==> config.mk <==
export PLATFORM = sky130hd
export DESIGN_NAME = dsp_port_arbiter
export DESIGN_NICKNAME = d
export VERILOG_FILES = /design/src/rtl/dsp_arb_pkg.sv /design/src/rtl/MUX.sv /design/src/rtl/dsp_port_arbiter.sv
export SDC_FILE = /design/constraint.sdc
export NUM_CORES = 1
export LEC_CHECK = 0
export ABC_AREA = 1
export CELL_PAD_IN_SITES_DETAIL_PLACEMENT = 1
export CELL_PAD_IN_SITES_GLOBAL_PLACEMENT = 1
export CORE_MARGIN = 3
export CORE_UTILIZATION = 30
export CTS_CLUSTER_DIAMETER = 200
export CTS_CLUSTER_SIZE = 28
export DETAILED_ROUTE_END_ITERATION = 10
export PLACE_DENSITY_LB_ADDON = 0.1
export SYNTH_ARGS = -nofsm -noshare
export SYNTH_HDL_FRONTEND = slang
export SYNTH_SLANG_ARGS = --single-unit
==> constraint.sdc <==
create_clock -name CLK -period 4 [get_ports CLK]
set_input_delay 0.4 -clock CLK [delete_from_list [all_inputs] [get_ports CLK]]
set_output_delay 0.4 -clock CLK [all_outputs]
set_load 0.1 [all_outputs]
==> src/rtl/dsp_arb_pkg.sv <==
// rtl/dsp_arb_pkg.sv - shared types and round-robin helpers for the DSP port arbiter
package dsp_arb_pkg;

    localparam int N_REQ = 4;
    localparam int ID_W  = 2;

    typedef enum logic [1:0] {
        ST_IDLE,
        ST_ISSUE,
        ST_LOCKED
    } arb_state_e;

    // One-hot pick of the first requester found searching last+1, last+2, ... wrapping to last.
    function automatic logic [N_REQ-1:0] rr_pick(input logic [N_REQ-1:0] req,
                                                 input logic [ID_W-1:0]  last);
        logic [N_REQ-1:0] pick;
        logic [ID_W-1:0]  idx;
        pick = '0;
        for (int k = 1; k <= N_REQ; k++) begin
            idx = last + ID_W'(k);
            if (pick == '0 && req[idx]) begin
                pick[idx] = 1'b1;
            end
        end
        return pick;
    endfunction

    function automatic logic [ID_W-1:0] onehot_enc(input logic [N_REQ-1:0] oh);
        logic [ID_W-1:0] id;
        id = '0;
        for (int i = 0; i < N_REQ; i++) begin
            if (oh[i]) begin
                id = ID_W'(i);
            end
        end
        return id;
    endfunction

endpackage

==> src/rtl/MUX.sv <==
// rtl/MUX.sv - parameterised N:1 operand multiplexer
module MUX #(
    parameter int  WIDTH  = 18,
    parameter int  INPUTS = 4,
    localparam int SEL_W  = $clog2(INPUTS)
) (
    input  logic [WIDTH-1:0] din_i [INPUTS],
    input  logic [SEL_W-1:0] sel_i,
    output logic [WIDTH-1:0] dout_o
);

    assign dout_o = din_i[sel_i];

endmodule

==> src/rtl/dsp_port_arbiter.sv <==
// rtl/dsp_port_arbiter.sv - round-robin/locking arbiter sharing one DSP operand port, with result tag line
module dsp_port_arbiter
    import dsp_arb_pkg::*;
#(
    parameter int WIDTH      = 18,
    parameter int PIPE_DEPTH = 4,
    parameter int MAX_BURST  = 8
) (
    input  logic             CLK,
    input  logic             RST_n,
    input  logic             ce,
    input  logic [N_REQ-1:0] req,
    input  logic [N_REQ-1:0] lock,
    input  logic [WIDTH-1:0] din0,
    input  logic [WIDTH-1:0] din1,
    input  logic [WIDTH-1:0] din2,
    input  logic [WIDTH-1:0] din3,
    output logic [N_REQ-1:0] gnt,
    output logic [WIDTH-1:0] dsp_a,
    output logic             dsp_vld,
    output logic             tag_vld,
    output logic [ID_W-1:0]  tag_id
);

    localparam logic [3:0] BURST_LIM = 4'(MAX_BURST);

    arb_state_e       state_q, state_d;
    logic [ID_W-1:0]  last_q, last_d;
    logic [3:0]       burst_q, burst_d;
    logic [WIDTH-1:0] dsp_a_q;
    logic             dsp_vld_q;
    logic [ID_W-1:0]  id_q;
    logic             tv_q  [PIPE_DEPTH];
    logic [ID_W-1:0]  tid_q [PIPE_DEPTH];

    logic             force_rr;
    logic             hold_lock;
    logic [N_REQ-1:0] gnt_c;
    logic [ID_W-1:0]  gid;
    logic             xfer;
    logic [WIDTH-1:0] din_arr [N_REQ];
    logic [WIDTH-1:0] mux_out;

    assign din_arr[0] = din0;
    assign din_arr[1] = din1;
    assign din_arr[2] = din2;
    assign din_arr[3] = din3;

    always_comb begin
        // A full burst overrides lock for one search, starting just after the locked index.
        force_rr  = (state_q == ST_LOCKED) && (burst_q >= BURST_LIM);
        hold_lock = (state_q == ST_LOCKED) && !force_rr && req[last_q];
        gnt_c     = '0;
        if (ce && RST_n && (req != '0)) begin
            if (hold_lock) begin
                gnt_c[last_q] = 1'b1;
            end else begin
                gnt_c = rr_pick(req, last_q);
            end
        end
        gid  = onehot_enc(gnt_c);
        xfer = |gnt_c;

        state_d = state_q;
        last_d  = last_q;
        burst_d = burst_q;
        if (ce) begin
            if (xfer) begin
                last_d = gid;
                if (lock[gid] && !force_rr) begin
                    state_d = ST_LOCKED;
                    burst_d = (state_q == ST_LOCKED && gid == last_q) ? burst_q + 4'd1 : 4'd1;
                end else begin
                    state_d = ST_ISSUE;
                    burst_d = 4'd0;
                end
            end else begin
                state_d = ST_IDLE;
                burst_d = 4'd0;
            end
        end
    end

    MUX #(
        .WIDTH  (WIDTH),
        .INPUTS (N_REQ)
    ) u_mux (
        .din_i  (din_arr),
        .sel_i  (gid),
        .dout_o (mux_out)
    );

    always_ff @(posedge CLK or negedge RST_n) begin
        if (!RST_n) begin
            state_q   <= ST_IDLE;
            last_q    <= ID_W'(N_REQ - 1);
            burst_q   <= 4'd0;
            dsp_a_q   <= '0;
            dsp_vld_q <= 1'b0;
            id_q      <= '0;
            for (int i = 0; i < PIPE_DEPTH; i++) begin
                tv_q[i]  <= 1'b0;
                tid_q[i] <= '0;
            end
        end else if (ce) begin
            state_q   <= state_d;
            last_q    <= last_d;
            burst_q   <= burst_d;
            dsp_vld_q <= xfer;
            if (xfer) begin
                dsp_a_q <= mux_out;
                id_q    <= gid;
            end
            for (int i = PIPE_DEPTH - 1; i > 0; i--) begin
                tv_q[i]  <= tv_q[i-1];
                tid_q[i] <= tid_q[i-1];
            end
            tv_q[0]  <= dsp_vld_q;
            tid_q[0] <= id_q;
        end
    end

    assign gnt     = gnt_c;
    assign dsp_a   = dsp_a_q;
    assign dsp_vld = dsp_vld_q;
    assign tag_vld = tv_q[PIPE_DEPTH-1];
    assign tag_id  = tid_q[PIPE_DEPTH-1];

endmodule
==> summary by stage, run 1 <==
Hold path
The type of the tightest min-delay check is in -> async.

Logic synthesis
The total standard cell area after synthesis is 0.00288 sq mm. In this run, distinct cell masters in the synthesized netlist total 29. Of the synthesized area, sequential elements account for 35.8%. The register bit total from synthesis is between 40 and 50. The gate count of the mapped netlist is 423.

Of all flip-flops after synthesis, the portion carrying an async set or reset was between 90% and 100%. The number of enable-type register cells in the synthesized netlist is 0. The average instance in the mapped netlist occupies 6.80 sq um. The Yosys step of the flow raised 0 warnings. The post-synth net total is approximately 520.

The primary flip-flop cell chosen by synthesis mapping is dfrtp_1.

Floorplan
The overall die height is 104 um. The standard cell core area is 0.00928 sq mm. The initial core utilization is 31.0%. The I/O pin total is 109.

In this run the horizontal extent of the chip is 104 um. The die area is between 0.01 and 0.015 sq mm. The standard-cell row count is 35.

Setup path
Along the worst path, the maximum fanout reaches 19. Data on the critical path is required at its endpoint by 3600 ps. In this run the critical register-to-register path is launched from last_q[0]. The destination of the worst register-to-register timing path is dsp_a[1]. The endpoint kind of the worst setup timing path is a primary output. The launching element of the worst setup path is last_q[0]. The cell depth of the worst setup path is 20. The capture point of the worst path is gnt[2].

The most prevalent standard cell on the critical path is nand2_1. Together, buffers and inverters on the worst path number 5. Among cell families on the critical path, the largest total delay comes from simple AND/OR/NAND/NOR gates. For flop-to-flop paths, the worst setup slack is 440 ps. The signal on the critical path passes through inv_2 > ha_1 > inv_1 > nand3_1 > nand2_2 > o31ai_2 > nand3_1 > nand2_1 > nor2_2 > nand3_1 > nand2_1 > nor2_1 > nand2_1 > nand2_2 > nand2_1 > nand2_1 > nand2_1 > clkinv_1 > buf_6 > buf_12. The nature of the critical path startpoint is a register. The largest single stage delay on the critical path is ~650 ps.

Data on the critical path arrives at its endpoint at ~3300 ps. Among all stages on the critical path, the largest delay is contributed by dfstp_2. The logic depth of the worst register-to-register path is 24.

The setup path with the least slack is of type reg -> out.

Timing
The setup-violating endpoint count in the final report is 0. The setup slack of the critical path after layout is 339 ps. The final cycle utilization of the critical path is 91.5%. The fmax is 0.273 GHz.

The shortest clock period the worst path allows after layout is 3660 ps. The tightest slew margin relative to the limit is 31.6%. Setup repair after global routing left no endpoint under its margin.

The sum of negative setup slack is 0 ps. At the pin with the least slew margin, the transition time is 1020 ps. The number of hold violations in the final report is 0. The max-slew violation count is 0.

For the final database, setup skew stands at 7.69 ps.

Clock network
The largest buffer count on any clock path is 2. Clock tree synthesis inserted a total of 5 buffers. The clock tree from TritonCTS is yes. After clock tree synthesis, the clock-pin slew on the worst setup and hold paths is 90 ps. The hold-fix buffer count after cts is 0. The post-CTS repair timing setup buffer count is 0. The clock latency on the worst-skew pair is 290 ps. The depth of the CTS H-tree is 2.

CTS saw 41 sinks. The number of gates resized after CTS was 0. CTS placed an instance of clkbuf_8 at the clock tree root.

Drt
The final routed DRC violation total is 0. The first routing iteration left 68 violations. Dividing the detail-routed via count by the number of cells gives 4.61. The number of iterations in the first detailed-routing pass is 4. The routed layout has a little over 3,000 vias.

In the final routed layout, each cell accounts on average for about 14 um. The post-detailed-routing wire length is just over 9 mm. The count of nets left with antenna violations after detail routing is 0.

Layout
The finished cells cover 0.00422 sq mm. In the layout the commonest cells are 148 x nand2_1, 103 x clkdlybuf4s50_1, 40 x inv_1. 0 antenna diodes ended up in the layout. Of the cells placed in the final design, the portion with a size suffix greater than 1 is 11.2%. The number of fill cells in the layout is 1,206. The library cell used most frequently in the layout, excluding fill and tap cells, is nand2_1. The total number of nets in the final design is 621. The synthesis-to-finish area growth is 46.6%.

Global route
The via count of the first global-routing pass is ~3,200. The largest net degree at the start of global routing is 42. The remaining global-route overflow is 0. The total global routing track utilization is 17.6%. The first global-routing pass estimated about 16 mm of wire. The initial antenna violation count is 0.

Power and ir drop
The share of power burned in combinational logic is between 70% and 80%. The cell internal power dissipation is ~1.7 mW. The static leakage is 2.06 nW. The cell area power density is about 960 mW/mm^2. VDD sags by at most 0.402 mV. The share of total power dissipated in the clock network is between 10 and 15%. Summed over all nets, the switching power comes to 2.36 mW. Of the total power, the share spent switching nets is 58.3%. The part of the power in registers is between 10% and 20%.

Run status
The run finished with clean final reports.

Placement
The number of I/O port buffers is between 100 and 150. The area of placed instances is 0.00407 sq mm. Summed over all nets, the half-perimeter wirelength after detailed placement is 7.13 mm. The last weighted congestion value of the routability-driven placer is approximately 0.79. Prior to clock tree synthesis, the placed netlist has a worst setup slack of between 400 and 500 ps.

Run
The tool flagged a number of max-cap violations equal to 0.
## state kept, by name (all words and copies together), names as in the netlist
| register | count |
|---|---|
| dsp_a | 18 |
| burst_q | 4 |
| tag_id | 2 |
| tag_vld | 1 |
| id_q | 2 |
| dsp_vld | 1 |
| last_q | 2 |
| state_q | 2 |
| tv_q | 3 |
| tid_q | 6 |
## synthesized netlist by cell type, types with 2 or more instances
cell      count  area share (%)
dfrtp_1      39              34
clkbuf_1      3            0.39
inv_2         7            0.91
xor2_1        2            0.61
o21ai_2      10             3.0
o21ai_1      18             3.1
dfstp_2       2             1.8
ha_1         10             4.4
nor2_2        3            0.65
nand2_2       8             1.7
buf_2         2            0.35
a21oi_1      39             6.8
buf_4        10             2.6
o21ai_0      13             2.3
nand3_1      20             3.5
nand3_2       2            0.70
buf_6         3             1.2
o21bai_1      4             1.0
inv_1        40             5.2
nand2_1     149              19
nor2_1       31             4.0
## cells by family after synthesis
| logic type | Yosys count | synth area share (%) |
|---|---|---|
| and+or+nand+nor | 216 | 30.7 |
| AOI/OAI and AO/OA | 87 | 17.2 |
| buffers and inverters | 67 | 11.3 |
| DFF | 41 | 35.8 |
| adders and majority gates | 10 | 4.35 |
| xor gates and xnor gates | 2 | 0.609 |
## layer usage
metal / global-route usage [%] / vias to the layer above / routed length (um) / part of all wire [%]
met1: 21.2 / 1423 / 4080 / 44
met5: 0 / - / 0 / 0
met4: 3.32 / 0 / 56 / 0.60
met3: 4.66 / 4 / 604 / 6.5
li1: - / 1533 / - / -
met2: 31.7 / 72 / 4590 / 49
## worst min-delay path by stage
stage	depth (start not counted)	slack, ps	endpoint	start
after floorplan	0	100	burst_q[0]	RST_n
after CTS	2	240	tag_vld	RST_n
after detailed placement	2	460	tag_id[1]	tag_id[1]
after global placement	2	450	id_q[0]	id_q[0]
after global routing	2	260	tag_id[1]	RST_n
final	2	200	tag_id[0]	RST_n
## area by class of cell
class,instances,area (sq um),area share [%]
Inverter,48,183,4.33
Clock buffer,5,68.8,1.63
Timing Repair Buffer,117,1170,27.9
Sequential cell,41,1030,24.4
Clock inverter,3,68.8,1.63
Multi-Input combinational cell,315,1530,36.3
Tap cell,129,161,3.83
## metrics by stage
stage                     power, mW  std cells  hold WS (ps)  utilization, %
after floorplan                2.96        423           104               -
after global placement         3.61        650           454            43.8
after detailed placement       3.67        650           458            43.8
after CTS                      4.11        658           236            45.3
final                          4.05        658           202            45.4
after global routing           4.42        658           259            45.4
## power by group through the flow
stage | clock network, mW | registers (mW) | logic, mW
after detailed placement | 0 | 0.714 | 2.95
after global routing | 0.442 | 0.736 | 3.24
after global placement | 0 | 0.708 | 2.90
after CTS | 0.425 | 0.711 | 2.97
final | 0.409 | 0.708 | 2.94
after floorplan | 0 | 1.36 | 1.60
Note: power is estimated with default switching activity, not from simulation.
==> inputs of run 2 (changes only) <==
--- a/config.mk
+++ b/config.mk
@@ -8,7 +8,7 @@
 export ABC_AREA = 1
 export CELL_PAD_IN_SITES_DETAIL_PLACEMENT = 1
 export CELL_PAD_IN_SITES_GLOBAL_PLACEMENT = 1
-export CORE_MARGIN = 3
+export CORE_MARGIN = 2
 export CORE_UTILIZATION = 30
 export CTS_CLUSTER_DIAMETER = 200
 export CTS_CLUSTER_SIZE = 28
==> run 2 against run 1 <==
Wire length rose by 1.4%. Worst setup slack got worse by 7.4 ps. Worst hold slack improved by 1.7 ps. Critical endpoint unchanged.
==> summary by stage, run 2 (synthesis results as in run 1) <==
Timing
The fmax came to 0.273 GHz (-0.20%). The setup slack of the critical path after layout was 331 ps (-7.43 ps). The number of hold violations in the final report is 0 (unchanged). The final cycle utilization of the critical path is 91.7% (+0.19 points). The actual slew at the worst max-slew pin came to 1020 ps (-6.55 ps). The final hold slack is 204 ps (+1.66 ps). The tightest slew margin relative to the limit is 32.0% (+0.44 points). The max-slew violation count came to 0 (unchanged).

The setup-violating endpoint count in the final report came to 0 (unchanged). The worst setup skew after layout is 4.48 ps (-3.20 ps). The shortest clock period the worst path allows after layout is 3670 ps (+7.43 ps).

Layout
The final design area excluding fillers came to 0.00423 sq mm (+0.30%). The share of cells above drive strength 1 came to 11.8% (+0.67 points). The combined area of the multi-input logic cells is 0.00153 sq mm (-0.16%). The number of flip-flops under the largest register name came to 18 (unchanged).

The number of diodes is 0 (unchanged). The total number of nets in the final design was 625 (+0.64%). Relative to the synthesized area, the layout overhead comes to 47.1%.

The number of fill cells in the layout was 1,223 (+1.4%). The library cell used most frequently in the layout, excluding fill and tap cells, is nand2_1. In the layout the commonest cells are 149 x nand2_1, 103 x clkdlybuf4s50_1, 39 x inv_1, 39 x dfrtp_1, 37 x a21oi_1. The combined flip-flop and latch cell area is 0.00103 sq mm (unchanged).

Placement
The number of I/O port buffers is 108 (unchanged). The last weighted congestion value of the routability-driven placer came to 0.833 (+5.2%). The area of placed instances came to 0.00406 sq mm (-0.18%).

The half-perimeter wire length after detailed placement came to 7.11 mm (-0.33%). The worst-case setup slack after placement came to 440 ps (+12.5 ps).

Drt
The count of nets left with antenna violations after detail routing was 0 (unchanged). The number of violations reported at the end of detailed-routing iteration 0 is 79 (+16%). The post-detailed-routing wire length was 9.46 mm (+1.4%).

The via density per instance is 4.59 (-0.37%). The post-detailed-route wirelength per cell is 14.3 um (+0.74%). The detailed-route via count is 3,039 (+0.23%).

The final routed DRC violation total is 0 (unchanged). The number of iterations in the first detailed-routing pass was 4 (unchanged).

Run status
The flow ran to the end, and the final reports show no timing, DRC or antenna violations.

Setup path
The data required time of the critical path came to 3600 ps (about the same). The launch instance of the worst register-to-register path is last_q[0]. The logic depth of the worst register-to-register path came to 24 (unchanged).

The worst setup path is of the reg -> out kind. The endpoint kind of the worst setup timing path is a primary output. The highest fanout seen on the critical path was 19 (unchanged). The worst-case register-to-register setup slack is 440 ps (about the same). The destination of the worst register-to-register timing path is burst_q[3].

The arrival time at the worst endpoint was 3270 ps (about the same). The nature of the critical path startpoint is a register.

Global route
The total global routing track utilization was 18.9% (+1.4 points). The initial antenna violation count is 0 (unchanged). The via count of the first global-routing pass is 3,218 (+1.0%). The remaining global-route overflow is 0 (unchanged).

The largest net degree at the start of global routing is 42 (unchanged). The first-pass GRT wire length is 15.5 mm (-1.2%).

Floorplan
The standard cell core area is 0.00928 sq mm (unchanged). The standard-cell row count was 35 (unchanged). The die width is 102 um (-1.9%). The die area was 0.0104 sq mm (-3.8%). The I/O pin total was 109 (unchanged). The initial core utilization is 31.0% (unchanged). The overall die height is 102 um (-1.9%).

Power and ir drop
The static leakage is 2.06 nW (+0.15%). The cell area power density is 952 mW/mm^2 (-0.92%). The maximum VDD drop is 0.445 mV (+11%).

Clock network
The clock latency on the worst-skew pair is 300 ps (about the same). The CTS clock-pin slew for the worst setup and hold paths came to 90 ps (about the same). The largest buffer count on any clock path came to 2 (unchanged). The depth of the CTS H-tree is 2 (unchanged). The TritonCTS sink count came to 41 (unchanged). The root buffer cell chosen for the clock tree is clkbuf_8. The total CTS buffers was 5 (unchanged).

The clock tree from TritonCTS is yes.

Run
The total of max-cap violations came to 0 (unchanged).

Hold path
The type of the tightest min-delay check is in -> async.
-- run 2: changes by cell type in the layout (fill, tap and decap cells not counted), sizes merged --
cell,previous run,this run
clkinvlp,0,2
buf,14,18
bufinv,2,1
clkinv,1,2
inv,48,46
-- run 2: per-layer routing --
layer	wire length, um	track usage [%]	up-vias
met5	0	0	-
met4	112	4.21	0
met3	585	5.54	9
met2	4670	33.0	66
met1	4090	23.3	1423
li1	-	-	1541
-- run 2: how the worst max path moves through the flow --
stage / slack (ps) / to / start
5_1_grt: -8 / gnt[2] / last_q[0]
6_report: 330 / gnt[2] / last_q[0]
4_1_cts: 200 / gnt[2] / last_q[1]
3_5_place_dp: 440 / burst_q[0] / last_q[1]
2_1_floorplan: 300 / dsp_a[0] / last_q[0]
3_3_place_gp: 650 / dsp_a[0] / last_q[0]
-- run 2: through the flow --
stage | util (%) | TNS, ps | total power [mW] | cells
2_1_floorplan | - | 0 | 2.96 | 423
3_3_place_gp | 43.8 | 0 | 3.60 | 649
3_5_place_dp | 43.8 | 0 | 3.67 | 649
4_1_cts | 45.0 | 0 | 4.03 | 657
5_1_grt | 45.6 | -8.21 | 4.40 | 662
6_report | 45.6 | 0 | 4.03 | 662
-- run 2: what timing repair did --
item / CTS / global route
hold buffers: 0 / 0
endpoints found under the setup margin: 0 / 8
gates resized for setup: 0 / 5
setup buffers: 0 / 5
-- run 2: final cells by class --
| class | count | area share (%) |
|---|---|---|
| multi-input cells | 315 | 36.2 |
| repair buffers | 121 | 28.6 |
| flip-flops and latches | 41 | 24.3 |
| inverters | 48 | 4.41 |
| well taps | 129 | 3.82 |
| clock buffers | 5 | 1.63 |
| clock inverters | 3 | 1.09 |
-- run 2: worst max-delay path: stages (launching register included) --
cell,delay [ps]
dfstp_2,610
inv_2,130
ha_1,350
inv_1,120
nand3_1,100
nand2_2,110
o31ai_2,100
nand3_1,120
nand3_1,100
nor2_2,150
nand3_1,90
nand2_1,100
nor2_1,50
nand2_1,70
nand2_2,80
nand2_1,90
nand2_1,50
nand2_1,110
clkinv_1,110
buf_8,170
buf_12,170
-- run 2: where the power goes --
part,total (mW),switching (mW),internal [mW]
logic,2.98,2.12,0.861
clock network,0.346,0.159,0.187
registers,0.700,0.0996,0.600
total,4.03,2.38,1.65
